<file path="config.mk">
export PLATFORM = sky130hd
export DESIGN_NAME = freq_ratio_monitor
export DESIGN_NICKNAME = d
export VERILOG_FILES = /design/src/rtl/freqmon_pkg.sv /design/src/rtl/sync_2ff.sv /design/src/rtl/freq_ratio_monitor.sv
export SDC_FILE = /design/constraint.sdc
export NUM_CORES = 1
export LEC_CHECK = 0
export ABC_AREA = 0
export CAP_MARGIN = 20
export CORE_UTILIZATION = 25
export DETAILED_ROUTE_END_ITERATION = 6
export PLACE_DENSITY = 0.47
export SKIP_CTS_REPAIR_TIMING = 1
export SLEW_MARGIN = 5
export SYNTH_ARGS = -nofsm -noshare
export SYNTH_HDL_FRONTEND = slang
export SYNTH_SLANG_ARGS = --single-unit
</file>
<file path="constraint.sdc">
create_clock -name clk -period 4.65 [get_ports clk]
set_input_delay 0.93 -clock clk [delete_from_list [all_inputs] [get_ports clk]]
set_output_delay 0.93 -clock clk [all_outputs]
set_load 0.01 [all_outputs]
</file>
<file path="src/rtl/freqmon_pkg.sv">
// freqmon_pkg: shared state encoding and tolerance width for the frequency ratio monitor
package freqmon_pkg;
  localparam int TOL_W = 4;
  typedef enum logic [2:0] {IDLE, ARMED, ACQUIRE, LOCKED, FAULT} state_t;
endpackage

</file>
<file path="src/rtl/sync_2ff.sv">
// sync_2ff: two-flop synchronizer for one asynchronous bit, asynchronous active-low reset rst
module sync_2ff (
  input  logic clk,
  input  logic rst,
  input  logic d,
  output logic q
);
  logic meta;
  // shift the async input through two flops to settle metastability
  always_ff @(posedge clk or negedge rst)
    if (!rst) {q, meta} <= '0;
    else {q, meta} <= {meta, d};
endmodule

</file>
<file path="src/rtl/freq_ratio_monitor.sv">
// freq_ratio_monitor: measures div_in period in clk cycles and locks/faults against exp_period +/- tol; FREQMON_DUTY_EN adds high-time measurement
module freq_ratio_monitor
  import freqmon_pkg::*;
#(
  parameter int CNT_W      = 16,
  parameter int LOCK_COUNT = 4
) (
  input  logic             clk,
  input  logic             rst,
  input  logic             enable,
  input  logic             div_in,
  input  logic [CNT_W-1:0] exp_period,
  input  logic [TOL_W-1:0] tol,
  output logic [CNT_W-1:0] period,
  output logic             period_valid,
  output logic             locked,
  output logic             fault,
  output logic [CNT_W-1:0] high_time
);
  localparam int GW = $clog2(LOCK_COUNT + 1);
  state_t state, state_nx;
  logic sync_q, hist_q, rise_det, sat, good, meas;
  logic [CNT_W-1:0] cnt;
  logic [CNT_W:0] diff;
  logic [GW-1:0] gcnt, gcnt_nx;

  sync_2ff u_sync (.clk(clk), .rst(rst), .d(div_in), .q(sync_q));

  assign rise_det = sync_q & ~hist_q;
  assign sat      = &cnt;
  assign diff     = (cnt >= exp_period) ? {1'b0, cnt} - {1'b0, exp_period}
                                        : {1'b0, exp_period} - {1'b0, cnt};
  // a saturated count is never a real period, so it can never be good
  assign good     = (exp_period != '0) && !sat && (diff <= {{(CNT_W+1-TOL_W){1'b0}}, tol});
  assign meas     = enable && rise_det && (state == ACQUIRE || state == LOCKED || state == FAULT);

  // lock/fault state machine and consecutive-good counter
  always_comb begin
    state_nx = state;
    gcnt_nx  = gcnt;
    if (!enable) begin
      state_nx = IDLE;
      gcnt_nx  = '0;
    end else begin
      case (state)
        IDLE:    state_nx = ARMED;
        ARMED:   state_nx = rise_det ? ACQUIRE : ARMED;
        ACQUIRE:
          if (rise_det) begin
            gcnt_nx  = good ? gcnt + 1'b1 : '0;
            state_nx = (good && gcnt == GW'(LOCK_COUNT - 1)) ? LOCKED : ACQUIRE;
          end else if (sat) begin
            gcnt_nx  = '0;
            state_nx = ARMED;
          end
        LOCKED:  state_nx = ((rise_det && !good) || sat) ? FAULT : LOCKED;
        default: state_nx = state;
      endcase
    end
  end

  // state, period counter, measurement capture and registered status decodes
  always_ff @(posedge clk or negedge rst)
    if (!rst) begin
      state        <= IDLE;
      gcnt         <= '0;
      hist_q       <= 1'b0;
      cnt          <= '0;
      period       <= '0;
      period_valid <= 1'b0;
      locked       <= 1'b0;
      fault        <= 1'b0;
    end else begin
      state        <= state_nx;
      gcnt         <= gcnt_nx;
      hist_q       <= sync_q;
      cnt          <= (state == IDLE || !enable) ? '0 : rise_det ? CNT_W'(1) : sat ? cnt : cnt + 1'b1;
      period_valid <= meas;
      period       <= meas ? cnt : period;
      locked       <= state_nx == LOCKED;
      fault        <= state_nx == FAULT;
    end

`ifdef FREQMON_DUTY_EN
  logic [CNT_W-1:0] hcnt;
  logic fall_det;
  assign fall_det = ~sync_q & hist_q;
  // count synchronized high cycles and latch them on the falling edge
  always_ff @(posedge clk or negedge rst)
    if (!rst) begin
      hcnt      <= '0;
      high_time <= '0;
    end else begin
      hcnt      <= (state == IDLE || !enable || fall_det) ? '0 : (sync_q && !(&hcnt)) ? hcnt + 1'b1 : hcnt;
      high_time <= (fall_det && enable && state != IDLE) ? hcnt : high_time;
    end
`else
  assign high_time = '0;
`endif
endmodule

</file>
==> impl_metrics.xml, run 1 <==
<?xml version="1.0" encoding="UTF-8"?>
<metrics>
  <group name="sta">
    <metric name="timing.final.setup_violations" unit="">0</metric>
    <metric name="layout_min_cycle_time" unit="ns">4.56</metric>
    <metric name="min_period_over_period" unit="%">98.0</metric>
    <metric name="worst-slew-pin-transition" unit="ns">0.654</metric>
    <metric name="finalHoldViolations" unit="">0</metric>
    <metric name="finalHoldWorstSlack" unit="ns">0.347</metric>
    <metric name="slew_headroom" unit="%">56.4</metric>
    <metric name="fmaxAchievable" unit="MHz">219</metric>
    <metric name="final-max-slew-violation-count" unit="">0</metric>
    <metric name="worst_clock_skew" unit="ns">0.00482</metric>
    <metric name="fin_ws" unit="ns">0.0939</metric>
    <metric name="unrepaired_setup_endpoints_after_global_routing" unit="">yes</metric>
  </group>
  <group name="power_and_ir_drop">
    <metric name="power-per-cell-area" unit="nW/µm²">174</metric>
    <metric name="power.net_switching" unit="µW">287</metric>
    <metric name="cellInternalPower" unit="µW">745</metric>
    <metric name="total_leakage_power" unit="nW">2.60</metric>
    <metric name="post-layout-total-power" unit="mW">1.03</metric>
    <metric name="comb_power_share" unit="%">26.3</metric>
    <metric name="power.sequential.fraction" unit="%">38.4</metric>
    <metric name="switching_share" unit="%">27.8</metric>
    <metric name="power.clock.fraction" unit="%">35.3</metric>
    <metric name="worst_ir_drop_vdd" unit="mV">0.181</metric>
  </group>
  <group name="synth">
    <metric name="seq_area_frac_synth" unit="%">25.6</metric>
    <metric name="synth.area.top_cells" unit="">sky130_fd_sc_hd__dfrtp_1, sky130_fd_sc_hd__ha_1, sky130_fd_sc_hd__a21oi_1</metric>
    <metric name="mappedNetlistArea" unit="µm²">4300</metric>
    <metric name="synthCells" unit="">532</metric>
    <metric name="synth_largest_area_cell" unit="">sky130_fd_sc_hd__dfrtp_1</metric>
    <metric name="syn_avg_cell_area" unit="µm²">8.07</metric>
    <metric name="synth_ff_type" unit="">sky130_fd_sc_hd__dfrtp_1</metric>
    <metric name="yosys_warnings" unit="">0</metric>
    <metric name="synth.most_common_cell" unit="">sky130_fd_sc_hd__inv_1</metric>
    <metric name="synth_enable_flop_cells" unit="">0</metric>
    <metric name="leading_cell_types_by_count_after_synthesis" unit="">sky130_fd_sc_hd__inv_1, sky130_fd_sc_hd__nand2_1, sky130_fd_sc_hd__dfrtp_1</metric>
    <metric name="synthArstFlopShare" unit="%">100</metric>
    <metric name="synth.lib_cells_used.distinct" unit="">70</metric>
    <metric name="netlist.area_leader.share" unit="%">25.6</metric>
    <metric name="ys_seq_elements" unit="">44</metric>
  </group>
  <group name="final_layout">
    <metric name="layout-drive-gt1-share" unit="%">25.7</metric>
    <metric name="fin_cells" unit="">871</metric>
    <metric name="postLayoutCoreUtil" unit="%">35.5</metric>
    <metric name="num-nets-final" unit="">716</metric>
    <metric name="antennaDiodeCount" unit="">0</metric>
    <metric name="area_delta_synth_final" unit="%">38.0</metric>
    <metric name="fillers" unit="">1773</metric>
  </group>
  <group name="hold_path">
    <metric name="hold_class" unit="">reg2reg</metric>
    <metric name="worstHoldPathCells" unit="">0</metric>
  </group>
  <group name="cts">
    <metric name="clk_transition_reported_paths" unit="ns">0.06</metric>
    <metric name="htree_num_levels" unit="">2</metric>
    <metric name="clk-insertion-delay-late" unit="ns">0.28</metric>
    <metric name="cts_num_sinks" unit="">44</metric>
    <metric name="cts_tree" unit="">built</metric>
    <metric name="numCtsBuffers" unit="">5</metric>
    <metric name="cts_root_buffer" unit="">sky130_fd_sc_hd__clkbuf_16</metric>
    <metric name="clk_path_buf_depth" unit="">2</metric>
  </group>
  <group name="setup_path">
    <metric name="critPathMaxStageDelay" unit="ns">0.32</metric>
    <metric name="crit_required" unit="ns">4.86</metric>
    <metric name="worst_path_max_delay_cell" unit="">sky130_fd_sc_hd__ha_1</metric>
    <metric name="critical_path.startpoint_type" unit="">input port</metric>
    <metric name="critPathKind" unit="">in2reg</metric>
    <metric name="worstPathArrival" unit="ns">4.77</metric>
    <metric name="critical_path.n_buffers_inverters" unit="">4</metric>
    <metric name="cp_top_family" unit="">compound AO/OA/AOI/OAI gates</metric>
    <metric name="setup.worst_path.end_class" unit="">register</metric>
    <metric name="crit_fanout" unit="">6</metric>
    <metric name="cp.depth" unit="">22</metric>
    <metric name="worst_r2r_path_depth" unit="">20</metric>
    <metric name="worst_path_cell_trace" unit="">dlymetal6s2s_1, inv_2, ha_4, o211a_4, o21ai_4, a211o_1, a21oi_4, nor2_4, buf_6, mux2i_2, xnor2_1, ha_1, o21a_1, o21a_1, o21ai_2, o311ai_2, o32ai_1, nor4b_2, and4_1, buf_6, nand4_1, o21ai_1</metric>
  </group>
  <group name="grt">
    <metric name="gr-total-overflow" unit="">0</metric>
    <metric name="grt_first_pass_wirelength" unit="µm">21000</metric>
    <metric name="groute.usage.overall" unit="%">15.0</metric>
    <metric name="grt_antenna_before_repair" unit="">0</metric>
    <metric name="first_global_vias" unit="">4068</metric>
    <metric name="grt_start_max_net_pins" unit="">45</metric>
  </group>
  <group name="drt">
    <metric name="detailedRoute.firstPassIterationCount" unit="">4</metric>
    <metric name="avgViaCountPerCell" unit="">4.83</metric>
    <metric name="final_wirelength" unit="µm">13500</metric>
    <metric name="ant_nets" unit="">0</metric>
    <metric name="detailedRoute.firstIterationViolations" unit="">224</metric>
    <metric name="routed_wire_length_per_instance" unit="µm">15.5</metric>
    <metric name="drc_errors" unit="">0</metric>
    <metric name="detailroute.via_count" unit="">4211</metric>
  </group>
  <group name="status">
    <metric name="outcome" unit="">completed</metric>
  </group>
  <group name="placement">
    <metric name="place_ws" unit="ns">-0.815</metric>
    <metric name="io_buffers" unit="">42</metric>
    <metric name="place_congestion" unit="">0.846</metric>
    <metric name="place.detailed.hpwl" unit="µm">10900</metric>
    <metric name="placed_cells_incl_taps" unit="">854</metric>
  </group>
  <group name="floorplan">
    <metric name="die_h" unit="µm">133</metric>
    <metric name="die_width" unit="µm">133</metric>
    <metric name="core.rowCount" unit="">47</metric>
    <metric name="core_area" unit="µm²">16700</metric>
    <metric name="initial_core_util" unit="%">25.7</metric>
    <metric name="die_area" unit="µm²">17700</metric>
    <metric name="top_level_ports" unit="">59</metric>
  </group>
  <group name="job">
    <metric name="max_cap_violations" unit="">0</metric>
  </group>
</metrics>
-- power groups by stage --
| stage | sequential, mW | clock, mW | combinational [mW] |
|---|---|---|---|
| 2_1_floorplan | 0.400 | 0 | 0.153 |
| 5_1_grt | 0.397 | 0.389 | 0.298 |
| 4_1_cts | 0.396 | 0.377 | 0.242 |
| 3_3_place_gp | 0.403 | 0 | 0.241 |
| 3_5_place_dp | 0.403 | 0 | 0.241 |
| 6_report | 0.396 | 0.364 | 0.272 |
-- area by class of cell --
| type | count | area (µm²) | area share (%) |
|---|---|---|---|
| multi-input combinational | 410 | 2990 | 50.5 |
| clock buffer | 7 | 153 | 2.58 |
| inverter | 50 | 190 | 3.21 |
| timing repair buffer | 140 | 1210 | 20.5 |
| sequential | 44 | 1100 | 18.6 |
| tap | 220 | 275 | 4.65 |
-- worst paths after layout --
check,startpoint,slack (ns),to
setup / recovery,exp_period[2],0.09,gcnt[1]
hold / removal,u_sync.meta,0.35,u_sync.q
setup reg to reg,cnt[5],0.35,gcnt[1]
hold reg to reg,u_sync.meta,0.35,u_sync.q
max in group asynchronous,rst,3.62,hist_q
min in group asynchronous,rst,0.54,period[15]
-- metal layers --
| metal | global-route usage [%] | up-vias | part of all wire, % |
|---|---|---|---|
| met5 | 0 | - | 0 |
| met4 | 5.81 | 0 | 2.8 |
| met3 | 0.958 | 17 | 2.5 |
| met2 | 25.5 | 90 | 49 |
| met1 | 19.8 | 2003 | 46 |
| li1 | - | 2101 | - |
-- kinds of logic (layout without fill, tap and decap cells) --
family	count (synthesis)	count (layout)	share of synthesized area, %
mux	5	5	1.22
other cells	1	16	0.0873
buf+inv	93	197	12.3
fa+ha+maj	41	41	12.3
compound gates	164	164	25.3
xor+xnor	14	14	2.85
flops	44	44	25.6
simple gates	170	170	20.2
-- placed cells by master, fill, tap and decap left out, drive strengths merged, types with 3 or more instances in the layout --
cell / n
nand4: 14
a211oi: 9
o22ai: 3
nand2: 46
and3: 4
buf: 103
nor4: 8
dlymetal6s2s: 10
a21o: 11
ha: 39
dfrtp: 44
and4: 3
and2: 8
xnor2: 13
nor2: 35
mux2i: 3
o211ai: 7
a31oi: 6
clkbuf: 9
nand3: 17
clkdlybuf4s50: 25
nand2b: 10
a21oi: 44
a21boi: 5
or3: 4
nor3: 9
inv: 50
a211o: 4
o21ai: 43
conb: 16
o21a: 10
-- registers in the layout, indices dropped and copies added (netlist names) --
| signal | count |
|---|---|
| u_sync.meta | 1 |
| state | 3 |
| period_valid | 1 |
| locked | 1 |
| cnt | 16 |
| fault | 1 |
| u_sync.q | 1 |
| gcnt | 3 |
| period | 16 |
| hist_q | 1 |
-- through the flow --
| step | TNS (ns) | cell area, µm² |
|---|---|---|
| finish | 0 | 5930 |
| floorplan | 0 | 4350 |
| global route | -0.832 | 5930 |
| CTS | -3.99 | 5520 |
| global placement | -5.46 | 5360 |
| detailed placement | -6.02 | 5360 |
-- worst reg2reg max path, cell delays in order, from the launching register on --
cell and delay (ns):
sky130_fd_sc_hd__dfrtp_1 0.46, sky130_fd_sc_hd__ha_4 0.28, sky130_fd_sc_hd__o21a_1 0.18, sky130_fd_sc_hd__o211ai_1 0.28, sky130_fd_sc_hd__a211o_1 0.22, sky130_fd_sc_hd__a21oi_4 0.09, sky130_fd_sc_hd__nor2_4 0.17, sky130_fd_sc_hd__buf_6 0.13
sky130_fd_sc_hd__mux2i_2 0.22, sky130_fd_sc_hd__xnor2_1 0.11, sky130_fd_sc_hd__ha_1 0.32, sky130_fd_sc_hd__o21a_1 0.12, sky130_fd_sc_hd__o21a_1 0.19, sky130_fd_sc_hd__o21ai_2 0.17, sky130_fd_sc_hd__o311ai_2 0.11, sky130_fd_sc_hd__o32ai_1 0.24
sky130_fd_sc_hd__nor4b_2 0.21, sky130_fd_sc_hd__and4_1 0.24, sky130_fd_sc_hd__buf_6 0.14, sky130_fd_sc_hd__nand4_1 0.16, sky130_fd_sc_hd__o21ai_1 0.19
Power figures use the tool's default switching activity.
==> inputs of run 2 (changes only) <==
CAP_MARGIN = 30   (was 20)
CORE_ASPECT_RATIO = 1.25   (was not set)
==> impl_metrics.xml, run 2 (synthesized netlist as in run 1, its figures left out) <==
<?xml version="1.0" encoding="UTF-8"?>
<metrics>
  <group name="status">
    <metric name="outcome" unit="">completed</metric>
  </group>
  <group name="placement">
    <metric name="place.detailed.hpwl" unit="µm">11100</metric>
    <metric name="placed_cells_incl_taps" unit="">861</metric>
    <metric name="io_buffers" unit="">42</metric>
    <metric name="place_congestion" unit="">0.879</metric>
  </group>
  <group name="drt">
    <metric name="detailedRoute.firstIterationViolations" unit="">124</metric>
    <metric name="avgViaCountPerCell" unit="">4.84</metric>
    <metric name="final_wirelength" unit="µm">13600</metric>
    <metric name="detailroute.wirelength.met2" unit="µm">7050</metric>
    <metric name="detailroute.via_count" unit="">4244</metric>
    <metric name="ant_nets" unit="">0</metric>
    <metric name="top_signal_layer_used" unit="">met4</metric>
    <metric name="drc_errors" unit="">0</metric>
    <metric name="routed_wire_length_per_instance" unit="µm">15.5</metric>
    <metric name="routedLengthMet1" unit="µm">5780</metric>
    <metric name="routed_met3_length" unit="µm">215</metric>
    <metric name="detailedRoute.firstPassIterationCount" unit="">5</metric>
  </group>
  <group name="sta">
    <metric name="final-max-slew-violation-count" unit="">0</metric>
    <metric name="fmaxAchievable" unit="MHz">221</metric>
    <metric name="unrepaired_setup_endpoints_after_global_routing" unit="">yes</metric>
    <metric name="worst_clock_skew" unit="ns">0.00598</metric>
    <metric name="layout_min_cycle_time" unit="ns">4.52</metric>
    <metric name="timing.final.setup_violations" unit="">0</metric>
    <metric name="finalHoldWorstSlack" unit="ns">0.352</metric>
    <metric name="finalHoldViolations" unit="">0</metric>
    <metric name="min_period_over_period" unit="%">97.2</metric>
    <metric name="worst-slew-pin-transition" unit="ns">0.626</metric>
    <metric name="slew_headroom" unit="%">58.3</metric>
  </group>
  <group name="power_and_ir_drop">
    <metric name="power.sequential.fraction" unit="%">35.5</metric>
    <metric name="power.net_switching" unit="µW">291</metric>
    <metric name="power-per-cell-area" unit="nW/µm²">188</metric>
    <metric name="comb_power_share" unit="%">24.3</metric>
    <metric name="worst_ir_drop_vdd" unit="mV">0.275</metric>
    <metric name="cellInternalPower" unit="µW">824</metric>
    <metric name="power.clock.fraction" unit="%">40.2</metric>
    <metric name="total_leakage_power" unit="nW">2.60</metric>
    <metric name="post-layout-total-power" unit="mW">1.12</metric>
    <metric name="switching_share" unit="%">26.1</metric>
  </group>
  <group name="floorplan">
    <metric name="core_area" unit="µm²">16800</metric>
    <metric name="die_width" unit="µm">119</metric>
    <metric name="top_level_ports" unit="">59</metric>
    <metric name="die_area" unit="µm²">17700</metric>
    <metric name="die_h" unit="µm">149</metric>
    <metric name="initial_core_util" unit="%">25.5</metric>
    <metric name="core.rowCount" unit="">53</metric>
  </group>
  <group name="grt">
    <metric name="first_global_vias" unit="">4174</metric>
    <metric name="grt_start_max_net_pins" unit="">38</metric>
    <metric name="grt_first_pass_wirelength" unit="µm">21300</metric>
    <metric name="gr-total-overflow" unit="">0</metric>
    <metric name="groute.usage.overall" unit="%">15.1</metric>
    <metric name="grt_antenna_before_repair" unit="">0</metric>
  </group>
  <group name="final_layout">
    <metric name="area.sequential" unit="µm²">1100</metric>
    <metric name="fin_cells" unit="">876</metric>
    <metric name="fillers" unit="">1775</metric>
    <metric name="multi_input_area" unit="µm²">2980</metric>
    <metric name="num-nets-final" unit="">721</metric>
    <metric name="mostFrequentLayoutCells" unit="">sky130_fd_sc_hd__buf_4, sky130_fd_sc_hd__nand2_1, sky130_fd_sc_hd__dfrtp_1</metric>
    <metric name="postLayoutCoreUtil" unit="%">35.2</metric>
    <metric name="layout-drive-gt1-share" unit="%">27.3</metric>
    <metric name="antennaDiodeCount" unit="">0</metric>
    <metric name="area_delta_synth_final" unit="%">38.2</metric>
    <metric name="mostFrequentLayoutCell" unit="">sky130_fd_sc_hd__buf_4</metric>
    <metric name="biggestRegsByFlops" unit="">cnt x16, period x16</metric>
  </group>
  <group name="cts">
    <metric name="cts_num_sinks" unit="">44</metric>
    <metric name="clk_transition_reported_paths" unit="ns">0.06</metric>
    <metric name="clk-insertion-delay-late" unit="ns">0.29</metric>
    <metric name="numCtsBuffers" unit="">5</metric>
    <metric name="clk_path_buf_depth" unit="">2</metric>
    <metric name="cts_tree" unit="">built</metric>
    <metric name="cts_root_buffer" unit="">sky130_fd_sc_hd__clkbuf_16</metric>
    <metric name="htree_num_levels" unit="">2</metric>
  </group>
  <group name="setup_path">
    <metric name="worstPathArrival" unit="ns">4.70</metric>
    <metric name="critPathKind" unit="">in2reg</metric>
    <metric name="setup.worst_path.end_class" unit="">register</metric>
    <metric name="crit_required" unit="ns">4.82</metric>
    <metric name="critical_path.startpoint_type" unit="">input port</metric>
    <metric name="crit_path_start" unit="">exp_period[5]</metric>
    <metric name="r2r-start" unit="">cnt[2]</metric>
    <metric name="crit_fanout" unit="">11</metric>
  </group>
  <group name="hold_path">
    <metric name="hold_crit_start" unit="">u_sync.meta</metric>
    <metric name="hold_class" unit="">reg2reg</metric>
  </group>
  <group name="job">
    <metric name="max_cap_violations" unit="">0</metric>
  </group>
</metrics>
==> run 2: critical path, cell delays in order <==
cell and delay, ns:
sky130_fd_sc_hd__clkbuf_2 0.11, sky130_fd_sc_hd__inv_2 0.05, sky130_fd_sc_hd__ha_4 0.26, sky130_fd_sc_hd__buf_6 0.13, sky130_fd_sc_hd__nand4_1 0.17, sky130_fd_sc_hd__o41ai_4 0.47
sky130_fd_sc_hd__nor2_4 0.09, sky130_fd_sc_hd__mux2_4 0.33, sky130_fd_sc_hd__ha_4 0.22, sky130_fd_sc_hd__nor2b_4 0.12, sky130_fd_sc_hd__o21a_1 0.16, sky130_fd_sc_hd__o21a_1 0.17
sky130_fd_sc_hd__o21ai_2 0.19, sky130_fd_sc_hd__o311ai_2 0.12, sky130_fd_sc_hd__o32ai_1 0.28, sky130_fd_sc_hd__nor4b_2 0.24, sky130_fd_sc_hd__and4_4 0.31, sky130_fd_sc_hd__buf_4 0.12
sky130_fd_sc_hd__nor3_1 0.04, sky130_fd_sc_hd__o21a_1 0.17
==> run 2: layer usage <==
layer | vias up | track usage (%)
met5 | - | 0
met4 | 0 | 6.65
met3 | 22 | 0.690
met2 | 71 | 28.3
met1 | 2045 | 17.8
li1 | 2106 | -
==> run 2: path summary, 6_finish.rpt <==
| kind | endpoint | cells after the start | slack, ns |
|---|---|---|---|
| worst max-delay path | state[2] | 20 | 0.13 |
| max in group asynchronous | locked | 2 | 3.69 |
| worst min register to register | u_sync.q | 0 | 0.35 |
| worst min-delay path | u_sync.q | 0 | 0.35 |
| worst max register to register | state[2] | 19 | 0.40 |
| min in group asynchronous | period_valid | 1 | 0.49 |
==> run 2: area by class of cell <==
type                            instances  share of cell area [%]
Clock buffer                            5                    2.11
Clock inverter                          2                    1.01
Multi-Input combinational cell        410                    50.2
Tap cell                              220                    4.64
Inverter                               50                    3.20
Sequential cell                        44                    18.6
Timing Repair Buffer                  145                    20.2
==> run 2: power by group through the flow <==
stage / sequential, mW / combinational [mW] / clock [mW]
floorplan: 0.400 / 0.153 / 0
global placement: 0.402 / 0.240 / 0
detailed placement: 0.402 / 0.244 / 0
CTS: 0.395 / 0.245 / 0.460
global route: 0.396 / 0.298 / 0.471
finish: 0.395 / 0.271 / 0.449
==> run 2: through the flow <==
step / worst slack [ns] / setup TNS, ns / instance area, µm²
after floorplan: 0.0294 / 0 / 4350
after global routing: -0.100 / -0.345 / 5930
after CTS: -0.715 / -5.05 / 5620
after global placement: -0.899 / -6.87 / 5400
after detailed placement: -0.994 / -7.29 / 5440
final: 0.128 / 0 / 5930
==> inputs of run 3 (changes only) <==
--- a/config.mk
+++ b/config.mk
@@ -10,4 +10,5 @@
 export CORE_ASPECT_RATIO = 1.25
 export CORE_UTILIZATION = 25
+export CTS_CLUSTER_SIZE = 25
 export DETAILED_ROUTE_END_ITERATION = 6
 export PLACE_DENSITY = 0.47
==> constraint.sdc (replaced) <==
create_clock -name clk -period 4.65 [get_ports clk]
set_input_delay 0.93 -clock clk [delete_from_list [all_inputs] [get_ports clk]]
set_output_delay 0.93 -clock clk [all_outputs]
set_load 0.05 [all_outputs]
==> results of run 3 <==
The final DEF is identical to that of run 2. Status: completed.
Among the figures that moved: total power 1.12 mW -> 1.14 mW
